<file path="src/rtl/uart_rx_fifo_if.sv">
// rtl/uart_rx_fifo_if.sv - receive-channel bus: serial line in, FIFO read port and status out
interface uart_rx_fifo_if #(
  parameter int DATA_BITS  = 8,
  parameter int FIFO_DEPTH = 8
);
  localparam int CW = $clog2(FIFO_DEPTH + 1);

  logic                 rx;
  logic                 rx_enable;
  logic                 rd_req;
  logic                 err_clear;
  logic [DATA_BITS-1:0] rd_data;
  logic                 rd_valid;
  logic [CW-1:0]        count;
  logic                 parity_err;
  logic                 framing_err;
  logic                 overrun_err;
  logic                 break_detect;

  modport master (
    input  rx, rx_enable, rd_req, err_clear,
    output rd_data, rd_valid, count, parity_err, framing_err, overrun_err, break_detect
  );

  modport slave (
    output rx, rx_enable, rd_req, err_clear,
    input  rd_data, rd_valid, count, parity_err, framing_err, overrun_err, break_detect
  );
endinterface

</file>
<file path="src/rtl/uart_rx_fifo.sv">
// rtl/uart_rx_fifo.sv - UART receiver with parity/framing/break detection and read FIFO
module uart_rx_fifo #(
  parameter int SYSCLK_RATE = 4,
  parameter int BAUD_RATE   = 1,
  parameter int DATA_BITS   = 8,
  parameter int STOP_BITS   = 2,
  parameter int PARITY      = 0,
  parameter int FIFO_DEPTH  = 8
) (
  input  logic           clk_i,
  input  logic           rst_i,
  uart_rx_fifo_if.master bus
);
  localparam int CLKS_PER_BIT = SYSCLK_RATE / BAUD_RATE;
  localparam int HALF         = CLKS_PER_BIT / 2;
  localparam int BCW          = $clog2(CLKS_PER_BIT);
  localparam int CW           = $clog2(FIFO_DEPTH + 1);
  localparam int PW           = (FIFO_DEPTH > 1) ? $clog2(FIFO_DEPTH) : 1;

  localparam logic [2:0] S_IDLE   = 3'd0;
  localparam logic [2:0] S_START  = 3'd1;
  localparam logic [2:0] S_DATA   = 3'd2;
  localparam logic [2:0] S_PAR    = 3'd3;
  localparam logic [2:0] S_STOP   = 3'd4;
  localparam logic [2:0] S_WAITHI = 3'd5;

  logic [1:0]           sync_q;
  logic                 rxs;
  logic [2:0]           state_q, state_d;
  logic [BCW-1:0]       cnt_q, cnt_d;
  logic [3:0]           idx_q, idx_d;
  logic [DATA_BITS-1:0] shreg_q, shreg_d;
  logic                 pbit_q, pbit_d;
  logic                 frm_bad_q, frm_bad_d;
  logic                 push, brk, perr_ev, ferr_ev;
  logic                 bit_tick, par_x, par_bad, is_break;

  logic [DATA_BITS-1:0] mem_q [FIFO_DEPTH];
  logic [PW-1:0]        wr_ptr_q, rd_ptr_q;
  logic [CW-1:0]        count_q;
  logic                 perr_q, ferr_q, ovr_q, brk_q;
  logic                 pop, full, do_push, overrun;

  assign rxs      = sync_q[1];
  assign bit_tick = (cnt_q == BCW'(CLKS_PER_BIT - 1));
  assign par_x    = ^{shreg_q, pbit_q};
  assign par_bad  = (PARITY == 1) ? ~par_x : (PARITY == 2) ? par_x : 1'b0;

  // Two-flop synchroniser; idles high so reset never looks like a start bit
  always_ff @(posedge clk_i or posedge rst_i) begin
    if (rst_i) sync_q <= 2'b11;
    else       sync_q <= {sync_q[0], bus.rx};
  end

  // Frame sequencer: start qualification, bit sampling and completion decode
  always_comb begin
    state_d   = state_q;
    cnt_d     = cnt_q;
    idx_d     = idx_q;
    shreg_d   = shreg_q;
    pbit_d    = pbit_q;
    frm_bad_d = frm_bad_q;
    push      = 1'b0;
    brk       = 1'b0;
    perr_ev   = 1'b0;
    ferr_ev   = 1'b0;
    is_break  = 1'b0;
    case (state_q)
      S_IDLE: begin
        if (!rxs && bus.rx_enable) begin
          state_d = S_START;
          cnt_d   = '0;
        end
      end
      S_START: begin
        if (cnt_q == BCW'(HALF - 1)) begin
          cnt_d     = '0;
          idx_d     = '0;
          pbit_d    = 1'b0;
          frm_bad_d = 1'b0;
          state_d   = rxs ? S_IDLE : S_DATA;
        end else begin
          cnt_d = cnt_q + 1'b1;
        end
      end
      S_DATA: begin
        if (bit_tick) begin
          cnt_d   = '0;
          // LSB arrives first, so shifting right leaves it at bit 0 after the last sample
          shreg_d = (shreg_q >> 1) | (DATA_BITS'(rxs) << (DATA_BITS - 1));
          if (idx_q == 4'(DATA_BITS - 1)) begin
            idx_d   = '0;
            state_d = (PARITY != 0) ? S_PAR : S_STOP;
          end else begin
            idx_d = idx_q + 1'b1;
          end
        end else begin
          cnt_d = cnt_q + 1'b1;
        end
      end
      S_PAR: begin
        if (bit_tick) begin
          cnt_d   = '0;
          pbit_d  = rxs;
          state_d = S_STOP;
        end else begin
          cnt_d = cnt_q + 1'b1;
        end
      end
      S_STOP: begin
        if (bit_tick) begin
          cnt_d     = '0;
          frm_bad_d = frm_bad_q | ~rxs;
          if (idx_q == 4'(STOP_BITS - 1)) begin
            idx_d    = '0;
            is_break = (shreg_q == '0) && !pbit_q && frm_bad_d;
            if (is_break) begin
              brk     = 1'b1;
              state_d = S_WAITHI;
            end else begin
              push    = 1'b1;
              perr_ev = par_bad;
              ferr_ev = frm_bad_d;
              state_d = S_IDLE;
            end
          end else begin
            idx_d = idx_q + 1'b1;
          end
        end else begin
          cnt_d = cnt_q + 1'b1;
        end
      end
      S_WAITHI: begin
        if (rxs) state_d = S_IDLE;
      end
      default: state_d = S_IDLE;
    endcase
  end

  // Sequencer registers
  always_ff @(posedge clk_i or posedge rst_i) begin
    if (rst_i) begin
      state_q   <= S_IDLE;
      cnt_q     <= '0;
      idx_q     <= '0;
      shreg_q   <= '0;
      pbit_q    <= 1'b0;
      frm_bad_q <= 1'b0;
    end else begin
      state_q   <= state_d;
      cnt_q     <= cnt_d;
      idx_q     <= idx_d;
      shreg_q   <= shreg_d;
      pbit_q    <= pbit_d;
      frm_bad_q <= frm_bad_d;
    end
  end

  // A full FIFO still accepts a word when the same edge pops one
  assign pop     = bus.rd_req && (count_q != '0);
  assign full    = (count_q == CW'(FIFO_DEPTH));
  assign do_push = push && (!full || pop);
  assign overrun = push && full && !pop;

  // FIFO storage; contents need no reset because the pointers define validity
  always_ff @(posedge clk_i) begin
    if (do_push) mem_q[wr_ptr_q] <= shreg_q;
  end

  // FIFO pointers, occupancy and sticky status; a new error beats a clear
  always_ff @(posedge clk_i or posedge rst_i) begin
    if (rst_i) begin
      wr_ptr_q <= '0;
      rd_ptr_q <= '0;
      count_q  <= '0;
      perr_q   <= 1'b0;
      ferr_q   <= 1'b0;
      ovr_q    <= 1'b0;
      brk_q    <= 1'b0;
    end else begin
      if (do_push) wr_ptr_q <= (wr_ptr_q == PW'(FIFO_DEPTH - 1)) ? '0 : wr_ptr_q + 1'b1;
      if (pop)     rd_ptr_q <= (rd_ptr_q == PW'(FIFO_DEPTH - 1)) ? '0 : rd_ptr_q + 1'b1;
      count_q <= count_q + CW'(do_push) - CW'(pop);
      perr_q  <= (perr_q & ~bus.err_clear) | perr_ev;
      ferr_q  <= (ferr_q & ~bus.err_clear) | ferr_ev;
      ovr_q   <= (ovr_q  & ~bus.err_clear) | overrun;
      brk_q   <= brk;
    end
  end

  assign bus.rd_data      = (count_q != '0) ? mem_q[rd_ptr_q] : '0;
  assign bus.rd_valid     = (count_q != '0);
  assign bus.count        = count_q;
  assign bus.parity_err   = perr_q;
  assign bus.framing_err  = ferr_q;
  assign bus.overrun_err  = ovr_q;
  assign bus.break_detect = brk_q;
endmodule
</file>
<file path="src/flat_wrapper.sv">
// flat-port wrapper written by rule: the top's interface ports become plain ports
module uart_rx_fifo_flat 
#(
  parameter int SYSCLK_RATE = 4,
  parameter int BAUD_RATE   = 1,
  parameter int DATA_BITS   = 8,
  parameter int STOP_BITS   = 2,
  parameter int PARITY      = 0,
  parameter int FIFO_DEPTH  = 8
)
  (clk_i, rst_i, bus_rx, bus_rx_enable, bus_rd_req, bus_err_clear, bus_rd_data, bus_rd_valid, bus_count, bus_parity_err, bus_framing_err, bus_overrun_err, bus_break_detect);
  uart_rx_fifo_if #(.DATA_BITS(DATA_BITS), .FIFO_DEPTH(FIFO_DEPTH)) bus_i ();
  input  logic clk_i;
  input  logic rst_i;
  input wire logic [$bits(bus_i.rx)-1:0] bus_rx;
  input wire logic [$bits(bus_i.rx_enable)-1:0] bus_rx_enable;
  input wire logic [$bits(bus_i.rd_req)-1:0] bus_rd_req;
  input wire logic [$bits(bus_i.err_clear)-1:0] bus_err_clear;
  output wire logic [$bits(bus_i.rd_data)-1:0] bus_rd_data;
  output wire logic [$bits(bus_i.rd_valid)-1:0] bus_rd_valid;
  output wire logic [$bits(bus_i.count)-1:0] bus_count;
  output wire logic [$bits(bus_i.parity_err)-1:0] bus_parity_err;
  output wire logic [$bits(bus_i.framing_err)-1:0] bus_framing_err;
  output wire logic [$bits(bus_i.overrun_err)-1:0] bus_overrun_err;
  output wire logic [$bits(bus_i.break_detect)-1:0] bus_break_detect;
  assign bus_i.rx = bus_rx;
  assign bus_i.rx_enable = bus_rx_enable;
  assign bus_i.rd_req = bus_rd_req;
  assign bus_i.err_clear = bus_err_clear;
  assign bus_rd_data = bus_i.rd_data;
  assign bus_rd_valid = bus_i.rd_valid;
  assign bus_count = bus_i.count;
  assign bus_parity_err = bus_i.parity_err;
  assign bus_framing_err = bus_i.framing_err;
  assign bus_overrun_err = bus_i.overrun_err;
  assign bus_break_detect = bus_i.break_detect;
  uart_rx_fifo #(.SYSCLK_RATE(SYSCLK_RATE), .BAUD_RATE(BAUD_RATE), .DATA_BITS(DATA_BITS), .STOP_BITS(STOP_BITS), .PARITY(PARITY), .FIFO_DEPTH(FIFO_DEPTH)) u_core (.clk_i(clk_i), .rst_i(rst_i), .bus(bus_i));
endmodule
</file>
<file path="config.mk">
export PLATFORM = sky130hd
export DESIGN_NAME = uart_rx_fifo_flat
export DESIGN_NICKNAME = d
export VERILOG_FILES = /design/src/rtl/uart_rx_fifo_if.sv /design/src/rtl/uart_rx_fifo.sv /design/src/flat_wrapper.sv
export SDC_FILE = /design/constraint.sdc
export NUM_CORES = 1
export LEC_CHECK = 0
export ABC_AREA = 1
export CAP_MARGIN = 25
export CORE_MARGIN = 2
export CORE_UTILIZATION = 33
export DETAILED_ROUTE_END_ITERATION = 12
export MAX_ROUTING_LAYER = met4
export PLACE_DENSITY = 0.46
export RECOVER_POWER = 25
export SETUP_SLACK_MARGIN = 0.5
export SLEW_MARGIN = 30
export SYNTH_ARGS = -nofsm -noshare
export SYNTH_HDL_FRONTEND = slang
export SYNTH_SLANG_ARGS = --single-unit
</file>
<file path="constraint.sdc">
create_clock -name clk_i -period 4.7 [get_ports clk_i]
set_clock_uncertainty 0.05 [all_clocks]
set_input_delay 1.41 -clock clk_i [delete_from_list [all_inputs] [get_ports clk_i]]
set_output_delay 1.41 -clock clk_i [all_outputs]
set_load 0.1 [all_outputs]
</file>
**After elaboration in Yosys (flattened, before gate mapping)**

Memories as Yosys holds them, arrays and structs flattened.
Index checks and enable logic that the tools add are counted.

- Register bits: 35
- Latch bits: 0
- Memory bits (writable): 64
- ROM bits: 0
- Bits of input ports: 6
- Output and inout bits: 17
- Word-level logic and storage cells: 119
- Memories: 1

Memory list:

| memory | words | width | rd ports | clocked after memory_dff | wr ports | RTL line | text |
|---|---|---|---|---|---|---|---|
| u_core.mem_q | 8 | 8 | 1 | 0 | 1 | uart_rx_fifo.sv:38 | `logic [DATA_BITS-1:0] mem_q [FIFO_DEPTH];` |

- Add/sub/neg operators: 6
- $mul: 0
- Divide/modulo/power cells: 0
- Order comparisons: 0
- Equal/unequal tests: 20
- Shift operators: 0
- Mux-type cells: 43
- Bitwise logic cells: 9
- Reductions and logical operators: 26

Operator list:

| kind | count |
|---|---|
| $mux W3 | 11 |
| $mux W4 | 5 |
| $pmux W3 S6 | 1 |
| $mux W1 | 17 |
| $ne A2 B1 Y1 const B | 8 |
| $eq A3 B3 Y1 const B | 4 |
| $pmux W4 S3 | 1 |
| $logic_not A8 Y1 | 1 |
| $mux W2 | 4 |
| $mux W8 | 1 |
| $or A7 B8 Y8 | 1 |
| $reduce_and A8 Y1 | 1 |
| $logic_and A1 B1 Y1 | 7 |
| $add A3 B1 Y3 const B | 2 |
| $eq A3 B2 Y1 const B | 2 |
| $pmux W2 S3 | 1 |
| $reduce_and A3 Y1 | 2 |
| $reduce_bool A3 Y1 | 2 |
| $add A4 B1 Y4 | 1 |
| $add A4 B1 Y4 const B | 1 |
| $eq A4 B1 Y1 const B | 1 |
| $eq A4 B3 Y1 const B | 1 |
| $eq A4 B4 Y1 const B | 1 |
| $logic_not A1 Y1 | 4 |
| 16 further kinds | 24 |

**Depth between registers and ports, before layout**

Gate-level depths: netlist of the first run.

- Word-level depth: 10
- Gate-level depth with buffers: 11
- Mapped depth without buffers: 11

**Worst setup path after synthesis of the first run**

No wires, ideal clock.

- Kind: register -> output
- Start point: reg u_core.count_q[2] (netlist: u_core.bus.count[2])
- End point: out bus_rd_data[0]
- Data arrival time: 3.182 ns
- Required time: 3.240 ns
- Path slack: 0.058 ns
- Stages on the path, launching flop included: 6
- Buffers on the path: 0
- Cells stage by stage: dfrtp_1 -> inv_1 -> ha_1 -> nand2_2 -> nand2_1 -> nor2_1

- Longest elaborated chain between the ends: 2

RTL lines:

| item | RTL line | text |
|---|---|---|
| start, declared | uart_rx_fifo.sv:40 | `logic [CW-1:0] count_q;` |
| start signal, assigned | uart_rx_fifo.sv:183 | `count_q <= count_q + CW'(do_push) - CW'(pop);` |
| $reduce_bool A4 Y1 | -- |  |
| via bus_rd_valid | flat_wrapper.sv:20 | `output wire logic [$bits(bus_i.rd_valid)-1:0] bus_rd_valid;` |
| $mux W8 | uart_rx_fifo.sv:191 | `assign bus.rd_data = (count_q != '0) ? mem_q[rd_ptr_q] : '0;` |
| end, declared | flat_wrapper.sv:19 | `output wire logic [$bits(bus_i.rd_data)-1:0] bus_rd_data;` |

The timed path passes the listed nets, and every way through them passes these cells.

**Worst setup path in the final report of the first run**

- Start point: reg u_core.rd_ptr_q[0]
- End point: out bus_rd_data[1]

- Longest elaborated chain between the ends: 2

RTL lines:

| item | RTL line | text |
|---|---|---|
| start, declared | uart_rx_fifo.sv:39 | `logic [PW-1:0] wr_ptr_q, rd_ptr_q;` |
| start signal, assigned | uart_rx_fifo.sv:182 | `if (pop) rd_ptr_q <= (rd_ptr_q == PW'(FIFO_DEPTH - 1)) ? '0 : rd_ptr_q + 1'b1;` |
| $mem_v2 Z8 W8 | -- |  |
| $mux W8 | uart_rx_fifo.sv:191 |  |

Every way passes these cells.

==> flow_summary.ini, run 1 <==
[status]
run_status = finished clean

[yosys]
complex_gate_fraction_of_the_synthesized_area = 0.0831
synth_top_family_by_area = simple AND/OR/NAND/NOR gates
synth-seq-area-share = 0.611
yosysWarningCount = 0
synthesis.instances = 434
synth_fa_ha_area_frac = 0.0454
syn_nets = 456
synth-seq-cells = 99
basic_gate_share_of_the_synthesized_area_counting_and_or_nand_and_nor_cells = 0.184
synth_area_um2 = 4580
synth.avg_cell_area_um2 = 10.6
muxShareOfSynthArea = 0.0230
yosys.area_share.xor_xnor = 0.00765
synth_cell_types = 34

[clocking]
clk-insertion-delay-late_ns = 0.34
ctsHoldBuffers = 0
cts_root_buf = sky130_fd_sc_hd__clkbuf_16
cts_buffers = 9
cts_repair_resize_count = 0
cts_tree = built
cts_htree_levels = 3
cts.sinks = 99
clock_path_buffers = 2
postCtsSetupBuffers = 0
clk_pin_slew_ns = 0.07

[setup_path]
endpoint_kind = output pin
required_time_reported_for_the_critical_path_endpoint_ns = 3.24
timing.critical_path.from_type = flop
reg2reg_from = u_core.shreg_q[1]
critPathKind = reg -> out
setup.worst_path.start = u_core.rd_ptr_q[0]
arrival_ns = 2.16
crit_fanout = 22

[floorplan]
boundaryPins = 23
coreArea_um2 = 13700
initial_core_util = 0.334
floorplan.die.height_um = 122
floorplan_die_width_um = 122
std_cell_rows = 43
die_area_um2 = 14800

[detailed_routing]
routed_wire_length_per_instance_um = 14.7
route.vias.total = 3018
ant_nets = 0
post_drt_via_cell_ratio = 4.66
dr.pass1.iters = 5
postRouteWirelength_mm = 9.51
initialDrtViolationCount = 193
post-route-drc-count = 0

[timing]
rsz_0062_raised_after_global_routing = false
fin_crit_sh = 0.770
fin_worst_hold_slack_ns = 0.307
setup-violations-final = 0
final_total_negative_setup_slack_ns = 0
clock.fmax_ghz = 0.276
final_hold_viol_count = 0
relSlewSlack = 0.343
worst_slew_pin_slew_ns = 0.983
final-max-slew-violation-count = 0
layout_min_cycle_time_ns = 3.62

[power_and_ir_drop]
peakVddDrop_v = 0.000268
finalPower_mw = 3.58
power.static_leakage_nw = 2.20
power.density_nw_per_um2 = 672

[hold_path]
worst_hold_startpoint = u_core.sync_q[0]
worstHoldPathType = reg -> reg

[global_routing]
first_global_vias = 3042
wire_length_of_the_first_global_routing_pass_mm = 15.8
track_usage = 0.144
initial_antenna_violation_count = 0
grt_max_degree = 35
grt.overflow.total = 0

[run]
drv.max_cap_violation_count = 0

[layout]
final_area_um2 = 5330
layout.core_utilization = 0.388
layout.nets = 484
area_delta_synth_final_pct = 16.3
layout-drive-gt1-share = 0.156
antenna-diode-count = 0

[placed_design]
dpl_cell_area_um2 = 5050
numPortBuffers = 22
detailed_place_hpwl_mm = 6.44
routabilityCongestion = 0.821
==> cells by family after synthesis <==
logic type,after synthesis
buffers and inverters,49
multiplexers,7
XOR/XNOR,4
adder cells (fa/ha/maj),16
flip-flops,99
AND/OR/NAND/NOR,191
AO/OA/AOI/OAI,68
==> registers in the layout, summed over array words and instances (netlist names) <==
signal	cells
u_core.rd_ptr_q	3
u_core.frm_bad_q	1
u_core.bus.overrun_err	1
u_core.pbit_q	1
u_core.state_q	3
u_core.bus.break_detect	1
u_core.bus.parity_err	1
u_core.mem_q	64
u_core.bus.framing_err	1
u_core.shreg_q	8
u_core.bus.count	4
u_core.sync_q	2
u_core.wr_ptr_q	3
u_core.cnt_q	2
u_core.idx_q	4
==> worst paths after layout <==
| path | end | slack [ns] | depth (start not counted) |
|---|---|---|---|
| hold / removal | u_core.sync_q[1] | 0.31 | 0 |
| max in group asynchronous | u_core.idx_q[3] | 2.63 | 3 |
| min in group asynchronous | u_core.cnt_q[1] | 1.40 | 2 |
| hold reg to reg | u_core.sync_q[1] | 0.31 | 0 |
| setup / recovery | bus_rd_data[1] | 1.08 | 7 |
| setup reg to reg | u_core.bus.count[2] | 2.19 | 8 |
==> placed cells by master, fill, tap and decap left out, types with 2 or more instances in the layout <==
cell,Yosys,final
sky130_fd_sc_hd__a21oi_1,4,4
sky130_fd_sc_hd__buf_4,0,17
sky130_fd_sc_hd__clkbuf_16,0,9
sky130_fd_sc_hd__clkdlybuf4s50_1,0,13
sky130_fd_sc_hd__clkinv_2,1,4
sky130_fd_sc_hd__dfrtp_1,33,33
sky130_fd_sc_hd__dfstp_2,2,2
sky130_fd_sc_hd__edfxtp_1,64,64
sky130_fd_sc_hd__ha_1,15,15
sky130_fd_sc_hd__inv_1,34,33
sky130_fd_sc_hd__inv_6,0,3
sky130_fd_sc_hd__mux2_4,7,7
sky130_fd_sc_hd__nand2_1,67,67
sky130_fd_sc_hd__nand2_2,7,7
sky130_fd_sc_hd__nand3_1,18,18
sky130_fd_sc_hd__nand3_2,2,2
sky130_fd_sc_hd__nand4_1,5,5
sky130_fd_sc_hd__nand4_2,2,2
sky130_fd_sc_hd__nor2_1,78,70
sky130_fd_sc_hd__nor2_2,4,4
sky130_fd_sc_hd__nor2_4,2,10
sky130_fd_sc_hd__nor3_1,3,3
sky130_fd_sc_hd__o211ai_1,8,8
sky130_fd_sc_hd__o21ai_0,45,45
sky130_fd_sc_hd__o22ai_1,8,8
sky130_fd_sc_hd__xor2_1,3,3
==> metrics by stage <==
stage	std cells	setup WS [ns]
global route	647	0.893
CTS	647	1.01
finish	647	1.08
floorplan	434	0.751
global placement	631	1.33
detailed placement	631	1.27
==> power breakdown <==
group / total, mW / switching [mW] / leakage, nW / internal, mW
combinational: 1.77 / 1.29 / 1.00 / 0.471
sequential: 1.12 / 0.126 / 1.06 / 0.996
clock: 0.692 / 0.330 / 0.136 / 0.362
==> synth_stat cells, drive strengths merged <==
library cell   n  area (µm²)
clkbuf         6        22.5
clkinv         1        5.00
buf            7        47.5
edfxtp        64        1920
a211oi         1        7.51
dfrtp         33         826
nor3b          1        7.51
ha            15         188
xor2           3        26.3
nand3         20         110
nand2         75         307
inv           35         134
mux2           7         105
nor2          84         340
or2            1        6.26
o21ai         46         234
o211ai         8        60.1
o22ai          8        50.1
a21oi          5        28.8
dfstp          2        52.6
fa             1        20.0
nor3           3        15.0
xnor2          1        8.76
nand4          7        56.3
==> area by class of cell <==
cell class	count	area, µm²
well taps	180	225
clock buffers	9	225
repair buffers	30	258
clock inverters	7	48.8
flip-flops and latches	99	2800
inverters	36	139
fillers	1364	8390
multi-input cells	286	1630
==> per-layer routing <==
metal | track usage | up-vias | wire length, µm
met2 | 0.235 | 30 | 4630
met3 | 0.0328 | 7 | 216
li1 | - | 1530 | -
met4 | 0.0395 | 0 | 87
met5 | - | - | 0
met1 | 0.182 | 1451 | 4580
==> worst max-delay path, cell delays in order (launching register included) <==
cell,delay [ns]
sky130_fd_sc_hd__dfrtp_1,0.37
sky130_fd_sc_hd__inv_1,0.31
sky130_fd_sc_hd__buf_4,0.33
sky130_fd_sc_hd__o21ai_0,0.17
sky130_fd_sc_hd__o211ai_1,0.12
sky130_fd_sc_hd__nand2_1,0.12
sky130_fd_sc_hd__nor2_4,0.10
sky130_fd_sc_hd__buf_4,0.29
Power figures use the tool's default switching activity.
==> run 2, diff against run 1 <==
--- a/config.mk
+++ b/config.mk
@@ -11,7 +11,7 @@
 export CORE_UTILIZATION = 33
 export DETAILED_ROUTE_END_ITERATION = 12
 export MAX_ROUTING_LAYER = met4
-export PLACE_DENSITY = 0.46
+export PLACE_DENSITY = 0.48
 export RECOVER_POWER = 25
 export SETUP_SLACK_MARGIN = 0.5
 export SLEW_MARGIN = 30
==> constraint.sdc (replaced) <==
create_clock -name clk_i -period 3.2 [get_ports clk_i]
set_clock_uncertainty 0.05 [all_clocks]
set_input_delay 0.96 -clock clk_i [delete_from_list [all_inputs] [get_ports clk_i]]
set_output_delay 0.96 -clock clk_i [all_outputs]
set_load 0.1 [all_outputs]
==> run 2 against run 1 <==
Net effect: routed wire length grew 13%; first-iteration DRC count grew 11%; register-to-register slack lost 1.4 ns; sequential power grew 46%; clock power grew 66%; combinational power grew 110%; via count grew 7.8%; global-route usage grew 1.4 points; critical endpoint is now bus_rd_data[6].
==> flow_summary.ini, run 2 (synthesis results as in run 1) <==
[detailed_routing]
route.vias.total = 3252
ant_nets = 0
post_drt_via_cell_ratio = 4.83
postRouteWirelength_mm = 10.7
post-route-drc-count = 0
dr.pass1.iters = 5
routed_wire_length_per_instance_um = 16.0
initialDrtViolationCount = 215

[global_routing]
initial_antenna_violation_count = 0
track_usage = 0.158
grt_max_degree = 36
first_global_vias = 3188
grt.overflow.total = 0
wire_length_of_the_first_global_routing_pass_mm = 17.1

[power_and_ir_drop]
power_frac_seq = 0.255
p_int_mw = 3.56
finalPower_mw = 6.41
power_frac_clock = 0.179
swShare = 0.445
netSwitchingPower_mw = 2.85
peakVddDrop_v = 0.000361
power.density_nw_per_um2 = 1080
share_comb_of_total_power = 0.566
power.static_leakage_nw = 2.46

[layout]
area_delta_synth_final_pct = 30.1
max_flop_register = u_core.mem_q
layout.nets = 510
mostFrequentLayoutCells = sky130_fd_sc_hd__edfxtp_1, sky130_fd_sc_hd__nor2_1, sky130_fd_sc_hd__nand2_1, sky130_fd_sc_hd__inv_1, sky130_fd_sc_hd__dfrtp_1
layout-drive-gt1-share = 0.280
layout.core_utilization = 0.434
layout_commonest_cell = sky130_fd_sc_hd__edfxtp_1
flip_flop_and_latch_area_um2 = 2820
combined_area_of_the_multi_input_logic_cells_um2 = 1730
layout_top_registers = u_core.mem_q: 64 flops, u_core.shreg_q: 8 flops
antenna-diode-count = 0
largest_register_ff_count = 64
layout.filler_cells = 1299

[placed_design]
numPortBuffers = 22
detailed_place_hpwl_mm = 6.30
routabilityCongestion = 0.785
placement.setup.worst_slack_ns = 0.361

[timing]
clock.fmax_ghz = 0.358
final_hold_viol_count = 0
worst_slew_pin_slew_ns = 0.466
rsz_0062_raised_after_global_routing = true
setup-violations-final = 0
final_total_negative_setup_slack_ns = 0
fin_crit_sh = 0.873
relSlewSlack = 0.689
fin_worst_hold_slack_ns = 0.307
layout_min_cycle_time_ns = 2.79
final-max-slew-violation-count = 0
setup_slack_after_layout_ns = 0.406

[clocking]
clk_pin_slew_ns = 0.06
clk-insertion-delay-late_ns = 0.35
cts_buffers = 9
ctsHoldBuffers = 0
cts.sinks = 99
clock_path_buffers = 2
cts_tree = built
cts_htree_levels = 3
cts_root_buf = sky130_fd_sc_hd__clkbuf_16

[setup_path]
arrival_ns = 1.78
critPathBufInv = 3
endpoint_kind = output pin
critPathKind = reg -> out
setup.worst_path.start = u_core.rd_ptr_q[0]
critical-path-top-cell-by-count = sky130_fd_sc_hd__buf_12
timing.critical_path.slowest_stage_cell = sky130_fd_sc_hd__dfrtp_2
crit_fanout = 8
reg2reg_from = u_core.bus.count[0]
max_stage_delay_ns = 0.44
timing.critical_path.cells = buf_12, buf_6, o21ai_0, o211ai_1, nand2_2, nor2_4, buf_12
critical_path.top_delay_family = buffers and inverters
required_time_reported_for_the_critical_path_endpoint_ns = 2.19
timing.critical_path.from_type = flop

[status]
run_status = finished clean

[hold_path]
worst_hold_startpoint = u_core.sync_q[0]
worstHoldPathType = reg -> reg

[floorplan]
coreArea_um2 = 13700
std_cell_rows = 43
die_area_um2 = 14800
floorplan.die.height_um = 122
initial_core_util = 0.334
boundaryPins = 23
floorplan_die_width_um = 122

[run]
drv.max_cap_violation_count = 0
run 2: changes by cell type in the layout (fill, tap and decap cells not counted), moves of 6 or more:
cell	delta
sky130_fd_sc_hd__clkdlybuf4s50_1	-8
sky130_fd_sc_hd__buf_12	+12
sky130_fd_sc_hd__dfrtp_1	-6
sky130_fd_sc_hd__nor2_2	+10
sky130_fd_sc_hd__nand2_1	-8
sky130_fd_sc_hd__o21ai_0	-26
sky130_fd_sc_hd__nand2_2	+7
sky130_fd_sc_hd__buf_4	+9
sky130_fd_sc_hd__o21ai_1	+22
sky130_fd_sc_hd__nor2_1	-11
run 2: cell type report:
type	count	area share
clock buffer	10	0.0384
clock inverter	6	0.0134
inverter	36	0.0250
multi-input combinational	286	0.290
sequential	99	0.473
tap	180	0.0378
timing repair buffer	56	0.122
run 2: worst paths after layout:
path | to | slack (ns) | cells past startpoint
setup reg to reg | u_core.bus.count[2] | 0.75 | 9
max in group asynchronous | u_core.bus.count[2] | 1.78 | 3
hold reg to reg | u_core.sync_q[1] | 0.31 | 0
hold / removal | u_core.sync_q[1] | 0.31 | 0
min in group asynchronous | u_core.bus.count[0] | 0.97 | 3
setup / recovery | bus_rd_data[6] | 0.41 | 7
run 2: what timing repair did:
item,CTS,global route
cloned,2,5
buffers inserted,9,2
setup endpoints to repair,8,8
pin swaps,12,23
gates resized for setup,26,40
run 2: per-stage QoR:
step	cells	cell area [µm²]
2_1_floorplan	434	4700
3_3_place_gp	639	5260
3_5_place_dp	639	5260
4_1_cts	666	5760
5_1_grt	673	5960
6_report	673	5960
run 2: routing by layer:
| layer | part of all wire | track usage | vias up | wire [µm] |
|---|---|---|---|---|
| li1 | - | - | 1590 | - |
| met1 | 0.45 | 0.203 | 1574 | 4850 |
| met2 | 0.49 | 0.249 | 73 | 5270 |
| met3 | 0.037 | 0.0220 | 15 | 402 |
| met4 | 0.020 | 0.0704 | 0 | 218 |
| met5 | 0 | - | - | 0 |
run 2: power groups by stage:
stage	registers [mW]	logic (mW)	clock network [mW]
3_5_place_dp	1.65	3.08	0
3_3_place_gp	1.64	3.06	0
6_report	1.64	3.63	1.15
2_1_floorplan	1.79	2.05	0
5_1_grt	1.65	3.89	1.23
4_1_cts	1.63	3.36	1.17
